[config.mk]
export PLATFORM = sky130hd
export DESIGN_NAME = pong_game_ctrl
export DESIGN_NICKNAME = d
export VERILOG_FILES = /design/src/rtl/pong_game_ctrl.sv
export SDC_FILE = /design/constraint.sdc
export NUM_CORES = 1
export LEC_CHECK = 0
export CORE_UTILIZATION = 58
export CTS_CLUSTER_DIAMETER = 120
export DETAILED_ROUTE_END_ITERATION = 16
export PLACE_DENSITY = 0.81
export SLEW_MARGIN = 20
export SYNTH_ARGS = -nofsm -noshare
export SYNTH_HDL_FRONTEND = slang
export SYNTH_SLANG_ARGS = --single-unit
[constraint.sdc]
create_clock -name clkIn -period 3.58 [get_ports clkIn]
set_input_delay 0.716 -clock clkIn [delete_from_list [all_inputs] [get_ports clkIn]]
set_output_delay 0.716 -clock clkIn [all_outputs]
set_load 0.05 [all_outputs]
[src/rtl/pong_game_ctrl.sv]
// rtl/pong_game_ctrl.sv - frame-synchronous Pong controller (ball, paddles, score FSM)
// Optional ball speed-up on paddle hits: define PONG_CTRL_SPEEDUP_EN.
module pong_game_ctrl #(
    parameter int H_VISIBLE    = 640,
    parameter int V_VISIBLE    = 480,
    parameter int BALL_SIZE    = 8,
    parameter int PADDLE_W     = 8,
    parameter int PADDLE_H     = 64,
    parameter int PADDLE_X_L   = 16,
    parameter int PADDLE_X_R   = 616,
    parameter int PADDLE_STEP  = 4,
    parameter int BALL_STEP    = 2,
    parameter int MAX_STEP     = 6,
    parameter int SERVE_FRAMES = 60,
    parameter int WIN_SCORE    = 7
) (
    input  logic       clkIn,
    input  logic       rstIn,
    input  logic       vSyncIn,
    input  logic       startIn,
    input  logic       lUpIn,
    input  logic       lDnIn,
    input  logic       rUpIn,
    input  logic       rDnIn,
    output logic       vgaEnableOut,
    output logic [9:0] ballXOut,
    output logic [9:0] ballYOut,
    output logic [9:0] lPadYOut,
    output logic [9:0] rPadYOut,
    output logic [3:0] lScoreOut,
    output logic [3:0] rScoreOut,
    output logic [2:0] stateOut,
    output logic [1:0] winnerOut
);
    typedef enum logic [2:0] {
        IDLE     = 3'd0,
        SERVE    = 3'd1,
        PLAY     = 3'd2,
        POINT    = 3'd3,
        GAMEOVER = 3'd4
    } state_t;

    localparam logic [9:0]  X_MAX      = 10'(H_VISIBLE - BALL_SIZE);
    localparam logic [9:0]  Y_MAX      = 10'(V_VISIBLE - BALL_SIZE);
    localparam logic [9:0]  PAD_MAX    = 10'(V_VISIBLE - PADDLE_H);
    localparam logic [9:0]  X_CTR      = 10'((H_VISIBLE - BALL_SIZE) / 2);
    localparam logic [9:0]  Y_CTR      = 10'((V_VISIBLE - BALL_SIZE) / 2);
    localparam logic [9:0]  PAD_CTR    = 10'((V_VISIBLE - PADDLE_H) / 2);
    localparam logic [9:0]  L_EDGE     = 10'(PADDLE_X_L + PADDLE_W);
    localparam logic [9:0]  R_EDGE     = 10'(PADDLE_X_R - BALL_SIZE);
    localparam logic [9:0]  BALL_H     = 10'(BALL_SIZE);
    localparam logic [9:0]  PAD_H      = 10'(PADDLE_H);
    localparam logic [9:0]  PAD_STEP   = 10'(PADDLE_STEP);
    localparam logic [9:0]  STEP_INIT  = 10'(BALL_STEP);
    localparam logic [9:0]  STEP_CAP   = 10'((MAX_STEP > BALL_STEP) ? MAX_STEP : BALL_STEP);
    localparam logic [15:0] SERVE_LAST = 16'(SERVE_FRAMES - 1);
    localparam logic [3:0]  WIN        = 4'(WIN_SCORE);
`ifdef PONG_CTRL_SPEEDUP_EN
    localparam logic [9:0]  STEP_INC   = 10'd1;
`else
    localparam logic [9:0]  STEP_INC   = 10'd0;
`endif

    state_t      state, state_n;
    logic [9:0]  ball_x, ball_x_n, ball_y, ball_y_n, lpad, lpad_n, rpad, rpad_n;
    logic [9:0]  step, step_n, step_hit, y_mv;
    logic [15:0] serve_cnt, serve_cnt_n;
    logic [3:0]  lscore, lscore_n, rscore, rscore_n, score_cur, score_inc;
    logic [1:0]  winner, winner_n;
    logic        dx, dx_n, dy, dy_n, dy_mv, left_scored, left_scored_n;
    logic        vs_q, start_q, vga_en, tick, start_edge;
    logic        l_hit, r_hit, l_miss, r_miss;

    function automatic logic [9:0] pad_move(input logic [9:0] y, input logic up, input logic dn);
        pad_move = y;
        if (up && !dn)
            pad_move = (y < PAD_STEP) ? 10'd0 : y - PAD_STEP;
        else if (dn && !up)
            pad_move = (y + PAD_STEP > PAD_MAX) ? PAD_MAX : y + PAD_STEP;
    endfunction

    assign tick       = vSyncIn & ~vs_q;
    assign start_edge = startIn & ~start_q;

    // Hit tests use the pre-tick ball and paddle positions; dx=1 means moving right.
    assign l_hit  = !dx && (ball_x >= L_EDGE) && (ball_x <= L_EDGE + step)
                    && (ball_y + BALL_H > lpad) && (ball_y < lpad + PAD_H);
    assign r_hit  = dx && (ball_x <= R_EDGE) && (ball_x + step >= R_EDGE)
                    && (ball_y + BALL_H > rpad) && (ball_y < rpad + PAD_H);
    assign l_miss = !dx && (ball_x < step) && !l_hit;
    assign r_miss = dx && (ball_x + step > X_MAX) && !r_hit;

    assign step_hit  = (step + STEP_INC > STEP_CAP) ? STEP_CAP : step + STEP_INC;
    assign score_cur = left_scored ? lscore : rscore;
    assign score_inc = (score_cur == 4'hF) ? 4'hF : score_cur + 4'd1;

    always_ff @(posedge clkIn or negedge rstIn) begin
        if (!rstIn) begin
            state       <= IDLE;
            vga_en      <= 1'b0;
            ball_x      <= X_CTR;
            ball_y      <= Y_CTR;
            lpad        <= PAD_CTR;
            rpad        <= PAD_CTR;
            lscore      <= 4'd0;
            rscore      <= 4'd0;
            winner      <= 2'd0;
            dx          <= 1'b1;
            dy          <= 1'b1;
            step        <= STEP_INIT;
            serve_cnt   <= 16'd0;
            left_scored <= 1'b0;
            vs_q        <= 1'b1;
            start_q     <= 1'b1;
        end else begin
            state       <= state_n;
            vga_en      <= 1'b1;
            ball_x      <= ball_x_n;
            ball_y      <= ball_y_n;
            lpad        <= lpad_n;
            rpad        <= rpad_n;
            lscore      <= lscore_n;
            rscore      <= rscore_n;
            winner      <= winner_n;
            dx          <= dx_n;
            dy          <= dy_n;
            step        <= step_n;
            serve_cnt   <= serve_cnt_n;
            left_scored <= left_scored_n;
            vs_q        <= vSyncIn;
            start_q     <= startIn;
        end
    end

    always_comb begin
        state_n       = state;
        ball_x_n      = ball_x;
        ball_y_n      = ball_y;
        lpad_n        = lpad;
        rpad_n        = rpad;
        lscore_n      = lscore;
        rscore_n      = rscore;
        winner_n      = winner;
        dx_n          = dx;
        dy_n          = dy;
        step_n        = step;
        serve_cnt_n   = serve_cnt;
        left_scored_n = left_scored;
        y_mv          = ball_y;
        dy_mv         = dy;

        if (dy) begin
            if (ball_y + step > Y_MAX) begin
                y_mv  = Y_MAX;
                dy_mv = 1'b0;
            end else begin
                y_mv  = ball_y + step;
            end
        end else if (ball_y < step) begin
            y_mv  = 10'd0;
            dy_mv = 1'b1;
        end else begin
            y_mv  = ball_y - step;
        end

        if (tick && (state == SERVE || state == PLAY)) begin
            lpad_n = pad_move(lpad, lUpIn, lDnIn);
            rpad_n = pad_move(rpad, rUpIn, rDnIn);
        end

        case (state)
            IDLE, GAMEOVER: begin
                if (start_edge) begin
                    lscore_n    = 4'd0;
                    rscore_n    = 4'd0;
                    winner_n    = 2'd0;
                    ball_x_n    = X_CTR;
                    ball_y_n    = Y_CTR;
                    dx_n        = 1'b1;
                    dy_n        = 1'b1;
                    step_n      = STEP_INIT;
                    serve_cnt_n = 16'd0;
                    state_n     = SERVE;
                end
            end
            SERVE: begin
                if (tick) begin
                    if (serve_cnt == SERVE_LAST) state_n = PLAY;
                    else serve_cnt_n = serve_cnt + 16'd1;
                end
            end
            PLAY: begin
                if (tick) begin
                    if (l_miss || r_miss) begin
                        state_n       = POINT;
                        left_scored_n = r_miss;
                    end else begin
                        ball_y_n = y_mv;
                        dy_n     = dy_mv;
                        if (l_hit) begin
                            ball_x_n = L_EDGE;
                            dx_n     = 1'b1;
                            step_n   = step_hit;
                        end else if (r_hit) begin
                            ball_x_n = R_EDGE;
                            dx_n     = 1'b0;
                            step_n   = step_hit;
                        end else begin
                            ball_x_n = dx ? ball_x + step : ball_x - step;
                        end
                    end
                end
            end
            POINT: begin
                if (left_scored) lscore_n = score_inc;
                else rscore_n = score_inc;
                if (score_inc == WIN) begin
                    state_n  = GAMEOVER;
                    winner_n = left_scored ? 2'd1 : 2'd2;
                end else begin
                    // Serve toward the player who conceded.
                    ball_x_n    = X_CTR;
                    ball_y_n    = Y_CTR;
                    dx_n        = left_scored;
                    step_n      = STEP_INIT;
                    serve_cnt_n = 16'd0;
                    state_n     = SERVE;
                end
            end
            default: state_n = IDLE;
        endcase
    end

    assign vgaEnableOut = vga_en;
    assign ballXOut     = ball_x;
    assign ballYOut     = ball_y;
    assign lPadYOut     = lpad;
    assign rPadYOut     = rpad;
    assign lScoreOut    = lscore;
    assign rScoreOut    = rscore;
    assign stateOut     = state;
    assign winnerOut    = winner;
endmodule

==> qor.yml <==
crit_path_frequent_cell: "ha_1"
synth_edf_count: 0
cts_setup_buffers: 0
finalSetupViolCount: 0
fin_setup_tns_ps: 0
grt_pass1_vias: 5747
grt_overflow: 0
ys_ff_latch: 70
rows: 37
dp_slack_ps: 135
maxCapViolations: 0
grt_use_total: 0.312
holdBufCountCts: 0
cts-root-buf: "clkbuf_8"
drt_iter0_drc: 424
r2r_setup_slack_ps: 260
holdWs_ps: 509
power_leakage_nw: 2.90
grt_setup_unrepaired: "false"
path_max_fanout: 7
cts_buffers: 9
synth_top_area_cell: "dfrtp_1"
wl_per_cell_um: 17.8
area_growth_syn_to_layout_pct: 14.7
clkSlewWorstSetupHoldPaths_ps: 80
path_depth: 13
status: "finished clean"
worst_ep_arrival_time_ps: 3560
n_fill_cell: 843
max_stage_delay_ps: 600
fmax_ghz: 0.302
numClockSinks: 70
core_um2: 10300
r2r-start: "ballYOut[3]$_DFFE_PN1P_"
critPathCapture: "ballXOut[7]$_DFFE_PN0P_"
critical_path.startpoint: "ballYOut[3]$_DFFE_PN1P_"
diodes: 0
ctsLongestPathBuffers: 2
synth_warnings: 0
die_y_um: 105
slew_headroom: 0.399
ys_top_cells_by_area: "dfrtp_1 20%, ha_1 10%, dfstp_2 8.5%"
viasPerCell: 6.39
required_ps: 3830
crit_type: "flop to flop"
peakVddDrop_uv: 397
grt_pass1_wl_mm: 27.6
drive_gt1_frac: 0.0983
ys_seq_area_frac: 0.289
synthArstFlopShare: 1.00
synthFlopType: "dfrtp_1"
start_kind: "flop"
nets: 872
timing.final.crit_share: 0.926
maxSlewViolCount: 0
whs_path_depth: 1
dieArea_um2: 11000
synth_area_um2: 6160
routabilityCongestion: 0.955
grt_start_max_net_pins: 71
ios: 62
io_buffers: 55
path_delay_family: "simple AND/OR/NAND/NOR gates"
initial_core_util: 0.596
postLayoutSetupSlackWorst_ps: 264
routed_wl_mm: 16.9
worst_slew_pin_slew_ps: 902
power_density_nw_per_um2: 625
r2r-end: "ballXOut[7]$_DFFE_PN0P_"
post_synth.cell_area_avg_um2: 8.08
syn_inst: 762
fp.dieW_um: 105
slowest_stage: "dfstp_2"
reg2reg_depth: 13
drtPass1Iterations: 5
hold_viol_final: 0
vias: 6067
synth.top_cell.area_share: 0.203
synth.distinct_cells: 80
hold_class: "flop to flop"
synth_common_cells: "71 x o21ai_0, 69 x nand2_1, 68 x nor2_1"
antenna_left: 0
final.min_clock_period_ps: 3320
drc: 0
skew_ps: 11.8
worstSkewPairLatency_ps: 370
cts_tree: "built"
crit_chain: "ha_1 > nand3_1 > nor2_1 > xor2_1 > ha_1 > nand4_1 > o31ai_1 > a21oi_1 > o221ai_2 > or3_1 > nor2b_2 > and3_1 > a221o_1"
dp_hpwl_mm: 12.3
antenna_found_initial: 0
htree_levels: 3
synth_most_common_cell: "o21ai_0"
worst-path-buf-inv: 0
cp-end-kind: "flop"
-- registers in the layout, indices dropped and copies added, names as in the netlist --
register / count
left_scored: 1
vs_q: 1
serve_cnt: 16
dy: 1
step: 1
lScoreOut: 4
rScoreOut: 4
ballXOut: 9
stateOut: 3
vgaEnableOut: 1
ballYOut: 9
dx: 1
start_q: 1
rPadYOut: 8
winnerOut: 2
lPadYOut: 8
-- cells in the final DEF (no fill, tap or decap), drive strengths merged, types with 9 or more instances in the layout --
cell and count:
o21ai 72, nand2 70, nor2 68, clkdlybuf4s50 54
ha 51, dfrtp 50, a21oi 50, inv 38
nand3 30, nor3 25, xnor2 23, dfstp 20
buf 17, o31ai 15, and3 13, a31oi 12
nand2b 11, clkbuf 11, o211ai 10, and2 9
o21a 9, or3 9
-- logic make-up (layout without fill, tap and decap cells) --
logic type      Yosys count  count (layout)  share of synthesized area
flops                    70              70                      0.289
fa+ha+maj                55              55                      0.117
mux                      10              10                     0.0169
xor+xnor                 28              28                     0.0398
buf+inv                  79             126                     0.0549
compound gates          237             237                      0.252
other cells               2               7                    0.00122
simple gates            281             281                      0.230
-- how the worst min path moves through the flow --
stage                                        start                        to  slack [ps]
after floorplan                              rstIn   ballXOut[1]$_DFFE_PN0P_         420
after global placement    serve_cnt[5]$_DFFE_PN0P_  serve_cnt[5]$_DFFE_PN0P_         480
after detailed placement  serve_cnt[5]$_DFFE_PN0P_  serve_cnt[5]$_DFFE_PN0P_         500
after CTS                 serve_cnt[5]$_DFFE_PN0P_  serve_cnt[5]$_DFFE_PN0P_         510
after global routing      serve_cnt[5]$_DFFE_PN0P_  serve_cnt[5]$_DFFE_PN0P_         530
final                     serve_cnt[5]$_DFFE_PN0P_  serve_cnt[5]$_DFFE_PN0P_         510
-- layer usage --
layer	track usage	vias up	part of all wire
met5	0	-	0
met4	0.185	0	0.039
met3	0.0449	56	0.056
met2	0.517	238	0.48
met1	0.387	2905	0.42
li1	-	2868	-
-- where the power goes --
part           switching (mW)  leakage (nW)  internal (mW)
clock                   0.333         0.106          0.413
combinational            1.46          1.92          0.875
sequential              0.342         0.870          0.987
total                    2.14          2.90           2.27
-- metrics by stage --
step,util,total power [mW],std cells,area [µm²]
6_report,0.684,4.41,950,7060
5_1_grt,0.684,4.70,950,7060
3_3_place_gp,0.661,3.56,934,6820
3_5_place_dp,0.661,3.61,934,6820
4_1_cts,0.682,4.38,950,7040
2_1_floorplan,-,2.94,767,6170
-- worst register-to-register path: stages, from the launching register on --
cell      delay [ps]
dfstp_2          600
ha_1             180
nand3_1          140
nor2_1           160
xor2_1           220
ha_1             300
nand4_1          120
o31ai_1           90
a21oi_1          160
o221ai_2         150
or3_1            450
nor2b_2          210
and3_1           160
a221o_1          260
-- layout make-up --
cell class | count | area, µm² | area share
clock buffers | 11 | 141 | 0.0200
clock inverters | 5 | 83.8 | 0.0119
inverters | 39 | 146 | 0.0207
multi-input cells | 618 | 4070 | 0.577
flip-flops and latches | 70 | 1780 | 0.252
well taps | 136 | 170 | 0.0241
repair buffers | 71 | 666 | 0.0943
-- timing repair --
action,in CTS,in global routing
gates resized for setup,0,3
hold endpoints to repair,0,0
setup endpoints to repair,0,16
(Power assumes the default switching activity.)
